$ cat src/rtl/encoder_42_fifo.sv
// Sequential 4-to-2 priority encoder. Rising edges on D3..D0 are encoded,
// queued in a circular FIFO and delivered over a V/RDY handshake.
module encoder_42_fifo #(
   parameter int DEPTH = 4,
   parameter int CNTW  = $clog2(DEPTH) + 1
) (
   input  logic            CLK,
   input  logic            RST_N,
   input  logic            D3,
   input  logic            D2,
   input  logic            D1,
   input  logic            D0,
   input  logic            RDY,
   output logic            Y1,
   output logic            Y0,
   output logic            V,
   output logic            MULTI,
   output logic            OVF,
   output logic [CNTW-1:0] CNT
);

   localparam int AW = $clog2(DEPTH);

   function automatic logic [1:0] prio_code(input logic [3:0] e);
      logic [1:0] c;
      if (e[3])      c = 2'b11;
      else if (e[2]) c = 2'b10;
      else if (e[1]) c = 2'b01;
      else           c = 2'b00;
      return c;
   endfunction

   // True when two or more bits are set (clearing the lowest set bit leaves a remainder).
   function automatic logic many_set(input logic [3:0] e);
      return (e & (e - 4'd1)) != 4'd0;
   endfunction

   logic [3:0]      p_q, p_d;
   logic [AW-1:0]   wp_q, wp_d, rp_q, rp_d;
   logic [CNTW-1:0] cnt_q, cnt_d;
   logic            v_q, v_d, ovf_q, ovf_d, multi_q, multi_d;
   logic [1:0]      y_q, y_d;
   logic [1:0]      mem_q [DEPTH];
   logic [1:0]      mem_d [DEPTH];

   logic [3:0]      edge_s;
   logic            push_s, pop_s, full_s, accept_s;

   // Edge detect, push/pop arbitration and next-state of the queue and outputs.
   always_comb begin
      edge_s   = {D3, D2, D1, D0} & ~p_q;
      push_s   = (edge_s != 4'b0000);
      pop_s    = v_q & RDY;
      full_s   = (cnt_q == CNTW'(DEPTH));
      accept_s = push_s & (~full_s | pop_s);

      p_d     = {D3, D2, D1, D0};
      mem_d   = mem_q;
      wp_d    = wp_q;
      rp_d    = rp_q;
      ovf_d   = ovf_q;
      multi_d = many_set(edge_s);

      if (accept_s) begin
         mem_d[wp_q] = prio_code(edge_s);
         wp_d        = wp_q + 1'b1;
      end else begin
         wp_d = wp_q;
      end

      if (pop_s) begin
         rp_d = rp_q + 1'b1;
      end else begin
         rp_d = rp_q;
      end

      if (push_s && full_s && !pop_s) begin
         ovf_d = 1'b1;
      end else begin
         ovf_d = ovf_q;
      end

      case ({accept_s, pop_s})
         2'b10:   cnt_d = cnt_q + 1'b1;
         2'b01:   cnt_d = cnt_q - 1'b1;
         default: cnt_d = cnt_q;
      endcase

      // Head is registered from the post-update state, so it never bypasses the input edge.
      v_d = (cnt_d != '0);
      if (v_d) begin
         y_d = mem_d[rp_d];
      end else begin
         y_d = 2'b00;
      end
   end

   // Control and output registers with synchronous active-low reset.
   always_ff @(posedge CLK) begin
      if (!RST_N) begin
         p_q     <= 4'b1111;
         wp_q    <= '0;
         rp_q    <= '0;
         cnt_q   <= '0;
         v_q     <= 1'b0;
         y_q     <= 2'b00;
         ovf_q   <= 1'b0;
         multi_q <= 1'b0;
      end else begin
         p_q     <= p_d;
         wp_q    <= wp_d;
         rp_q    <= rp_d;
         cnt_q   <= cnt_d;
         v_q     <= v_d;
         y_q     <= y_d;
         ovf_q   <= ovf_d;
         multi_q <= multi_d;
      end
   end

   // Storage array; contents are never visible after reset so it carries none.
   always_ff @(posedge CLK) begin
      mem_q <= mem_d;
   end

   assign Y1    = y_q[1];
   assign Y0    = y_q[0];
   assign V     = v_q;
   assign MULTI = multi_q;
   assign OVF   = ovf_q;
   assign CNT   = cnt_q;

endmodule

$ cat config.mk
export PLATFORM = sky130hd
export DESIGN_NAME = encoder_42_fifo
export DESIGN_NICKNAME = d
export VERILOG_FILES = /design/src/rtl/encoder_42_fifo.sv
export SDC_FILE = /design/constraint.sdc
export NUM_CORES = 1
export LEC_CHECK = 0
export BUFFER_PORTS_ARGS = -buffer_cell sky130_fd_sc_hd__buf_2
export CORE_ASPECT_RATIO = 0.5
export CORE_MARGIN = 1.5
export CORE_UTILIZATION = 30
export CTS_CLUSTER_SIZE = 25
export DETAILED_ROUTE_END_ITERATION = 16
export MAX_ROUTING_LAYER = met4
export PLACE_DENSITY = 0.53
export RECOVER_POWER = 100
export SYNTH_ARGS = -nofsm -noshare
export SYNTH_HDL_FRONTEND = slang
export SYNTH_SLANG_ARGS = --single-unit
$ cat constraint.sdc
create_clock -name CLK -period 2.9 [get_ports CLK]
set_input_delay 0.145 -clock CLK [delete_from_list [all_inputs] [get_ports CLK]]
set_output_delay 0.145 -clock CLK [all_outputs]
set_load 0.03 [all_outputs]
==> results by group <==
Synth
  • Syn Std Cell Area: between 1000 and 1500 sq um
  • Yosys reg bits: 24
  • Dominant cell type by area after synthesis: dfxtp_1
  • Area contributors post-synth: dfxtp_1 39%, mux2_1 5.5%, ha_1 5.1%, nand2_1 3.7%, o21ai_0 2.9%
  • Unique masters post-synth: between 40 and 50
  • Syn Nets: ~140
  • Synthesized area per cell: 9.66 sq um
  • Number of synthesized flops with an enable pin: 0
  • Post-synthesis cell count: about 130
  • Synth warn: 0
  • Async S/R FF share, synth: 0%
  • Yosys top cell area share: between 30% and 40%
  • Sequential share of the synthesized area: 39.5%
  • Main synth FF type: dfxtp_1

Timing
  • Final TNS setup: 0 ns
  • Slew headroom: about 57%
  • Final hold viol count: 0
  • Minimum clock period after layout: between 2 and 3 ns
  • Fmax: around 370 MHz
  • RSZ-0062 raised after global routing: false
  • Worst-Margin Slew: ~0.64 ns
  • Final setup viols: 0
  • Pins Over Slew Limit: 0
  • Tcrit/Tclk final: about 92%
  • Setup Skew: around 0.0064 ns
  • Final setup margin: around 0.22 ns

Routing
  • Per-cell routed wire length: 12.0 microns
  • First drt pass iteration count: 4
  • Iter 0 DRT Violations: 14
  • M1 WL: between 1000 and 1500 microns
  • Met2 wire length: about 970 microns
  • Routed WL: about 2400 microns
  • Met3 wire len: about 74 microns
  • Residual DRC: 0
  • Max Used Layer: met4
  • Vias: between 800 and 900
  • Via density: 4.55
  • Routed Antenna Nets: 0

Pwr
  • PD cells: ~870 nW/um^2
  • Worst-case vdd ir drop: between 0.3 and 0.4 mV
  • Leak Pwr: 0.586 nW

Clock network
  • Clock insertion delay at the later pin of the skew report: between 0.2 and 0.3 ns
  • CTS HTree Levels: 1
  • CTS tree: done
  • CTS Buf Count: 3
  • CTS max path bufs: 2
  • Clk sink count: 24
  • Clock transition at the registers of the reported paths: roughly 0.09 ns
  • Post-CTS sizing: 0
  • Root buf cell: clkbuf_8
  • # hold bufs at CTS: 0
  • Buffer count from post-CTS setup fixing: 0

Critical path
  • CP Launch Type: flip-flop
  • Critical Path, Cell by Cell: a211oi_2 > and2_4 > nor2_4 > inv_1 > ha_1 > fa_1 > xnor2_1 > o21a_1 > o31a_1 > o21ai_0 > o22ai_1
  • Crit end category: flip-flop
  • CP max stage cell: dfxtp_1
  • FF-to-FF path depth: 11
  • Crit path DAT: approximately 2.8 ns
  • Crit-path max FO: 7
  • Setup CP Type: reg -> reg
  • Crit path largest cell delay: between 0.4 and 0.5 ns
  • Data required, critical path: between 3 and 4 ns

Floorplan
  • Die Width: 93.1 microns
  • I/O pins: 15
  • Initial core utilization: a little under a third
  • DIE AREA: about 4500 sq um
  • Chip Height: 48.0 microns
  • Core area: between 3000 and 4000 sq um
  • # rows: 16

Finish
  • Number of diodes: 0
  • Final #Nets: between 150 and 200
  • FILL cells: 414
  • Synth-to-layout area growth: 14.4%
  • Share of cells above drive strength 1: 12.6%

GRT
  • Pin count of the biggest net entering global routing: 15
  • Global route overflow: 0
  • Vias in the first global route: approximately 740
  • First-pass GRT wire length: approximately 3800 microns
  • Global-route total usage across every layer: 11.8%
  • Initial antenna violation count: 0

Flow run
  • MaxCap Viol Count: 0

Place
  • HPWL Detailed: between 1500 and 2000 microns
  • Final Wtd Congestion: approximately 0.77
  • IO Port Bufs: 14
  • Pre-CTS setup slack: roughly 0.22 ns

Worst hold path
  • Hold crit path type: in -> reg
  • WHS Path Cells: 2

Status
  • Status: complete, no violations
-- cell families after synthesis --
family | Yosys count | synth area share (%)
xor+xnor | 4 | 2.88
flops | 24 | 39.5
mux | 9 | 8.02
compound gates | 34 | 21.0
buf+inv | 9 | 2.78
fa+ha+maj | 6 | 6.78
simple gates | 40 | 19.1
-- placed cells by master, fill, tap and decap left out, types with 2 or more instances in the layout --
cell,count
a211oi_2,2
o21a_1,3
a22oi_1,2
clkbuf_8,4
inv_1,7
nor2b_1,4
ha_1,5
nand3_1,3
nand2b_1,5
o22ai_1,2
a21o_1,4
nand2_1,12
o211ai_1,2
a21boi_0,3
nor2_1,3
clkbuf_1,10
dfxtp_1,24
o21ai_0,7
mux2_1,6
and2_1,2
xnor2_1,3
mux2i_1,3
buf_2,5
or2b_1,3
-- path summary, 6_finish.rpt --
path	start	to	slack (ns)
worst min-delay path	D3	p_q[3]	0.07
worst max-delay path	CNT[0]	y_q[1]	0.22
worst min register to register	mem_q[0]	mem_q[0]	0.47
worst max register to register	CNT[0]	y_q[1]	0.22
-- stage by stage --
step	power, mW	utilization, %	instances	cell area, sq um	hold WS [ns]
floorplan	0.876	-	126	1220	0.218
global placement	0.998	34.7	193	1360	0.342
detailed placement	1.00	34.7	193	1360	0.342
CTS	1.23	36.1	197	1410	0.0632
global route	1.30	35.7	197	1390	0.0743
finish	1.21	35.7	197	1390	0.0704
-- state kept, by name (all words and copies together) (netlist names) --
register  cells
mem_q         8
CNT           3
V             1
MULTI         1
p_q           4
rp_q          2
y_q           2
OVF           1
wp_q          2
-- report_power, final --
| group | total [mW] | internal, mW | switching [mW] |
|---|---|---|---|
| Clock | 0.228 | 0.121 | 0.107 |
| Sequential | 0.484 | 0.423 | 0.0615 |
| Combinational | 0.493 | 0.205 | 0.287 |
| Total | 1.21 | 0.750 | 0.456 |
-- per-layer routing --
| layer | track usage, % | vias to the layer above |
|---|---|---|
| li1 | - | 472 |
| met1 | 15.8 | 413 |
| met2 | 17.8 | 10 |
| met3 | 3.81 | 2 |
| met4 | 1.82 | 0 |
| met5 | - | - |
-- critical path: cells and delay by family (launching register included) --
family	cells	cell delay, ns
buf+inv	1	0.08
xor+xnor	1	0.15
simple gates	2	0.39
fa+ha+maj	2	0.62
compound gates	5	0.85
flops	1	0.48
-- synth_stat cells (2+ instances only) --
cell type,n
a211oi_2,2
a21boi_0,3
a21o_1,4
a22oi_1,2
and2_1,2
clkbuf_1,2
dfxtp_1,24
ha_1,5
inv_1,7
mux2_1,6
mux2i_1,3
nand2_1,12
nand2b_1,5
nand3_1,3
nor2_1,2
nor2b_1,4
o211ai_1,2
o21a_1,3
o21ai_0,7
o22ai_1,2
or2b_1,3
xnor2_1,3
-- final cells by class --
type,count,area (sq um),share of cell area (%)
Tap cell,54,67.6,4.85
Multi-Input combinational cell,93,701,50.3
Timing Repair Buffer,15,62.6,4.49
Sequential cell,24,480,34.5
Clock buffer,4,55.1,3.95
Inverter,7,26.3,1.89
(Power assumes the default switching activity.)
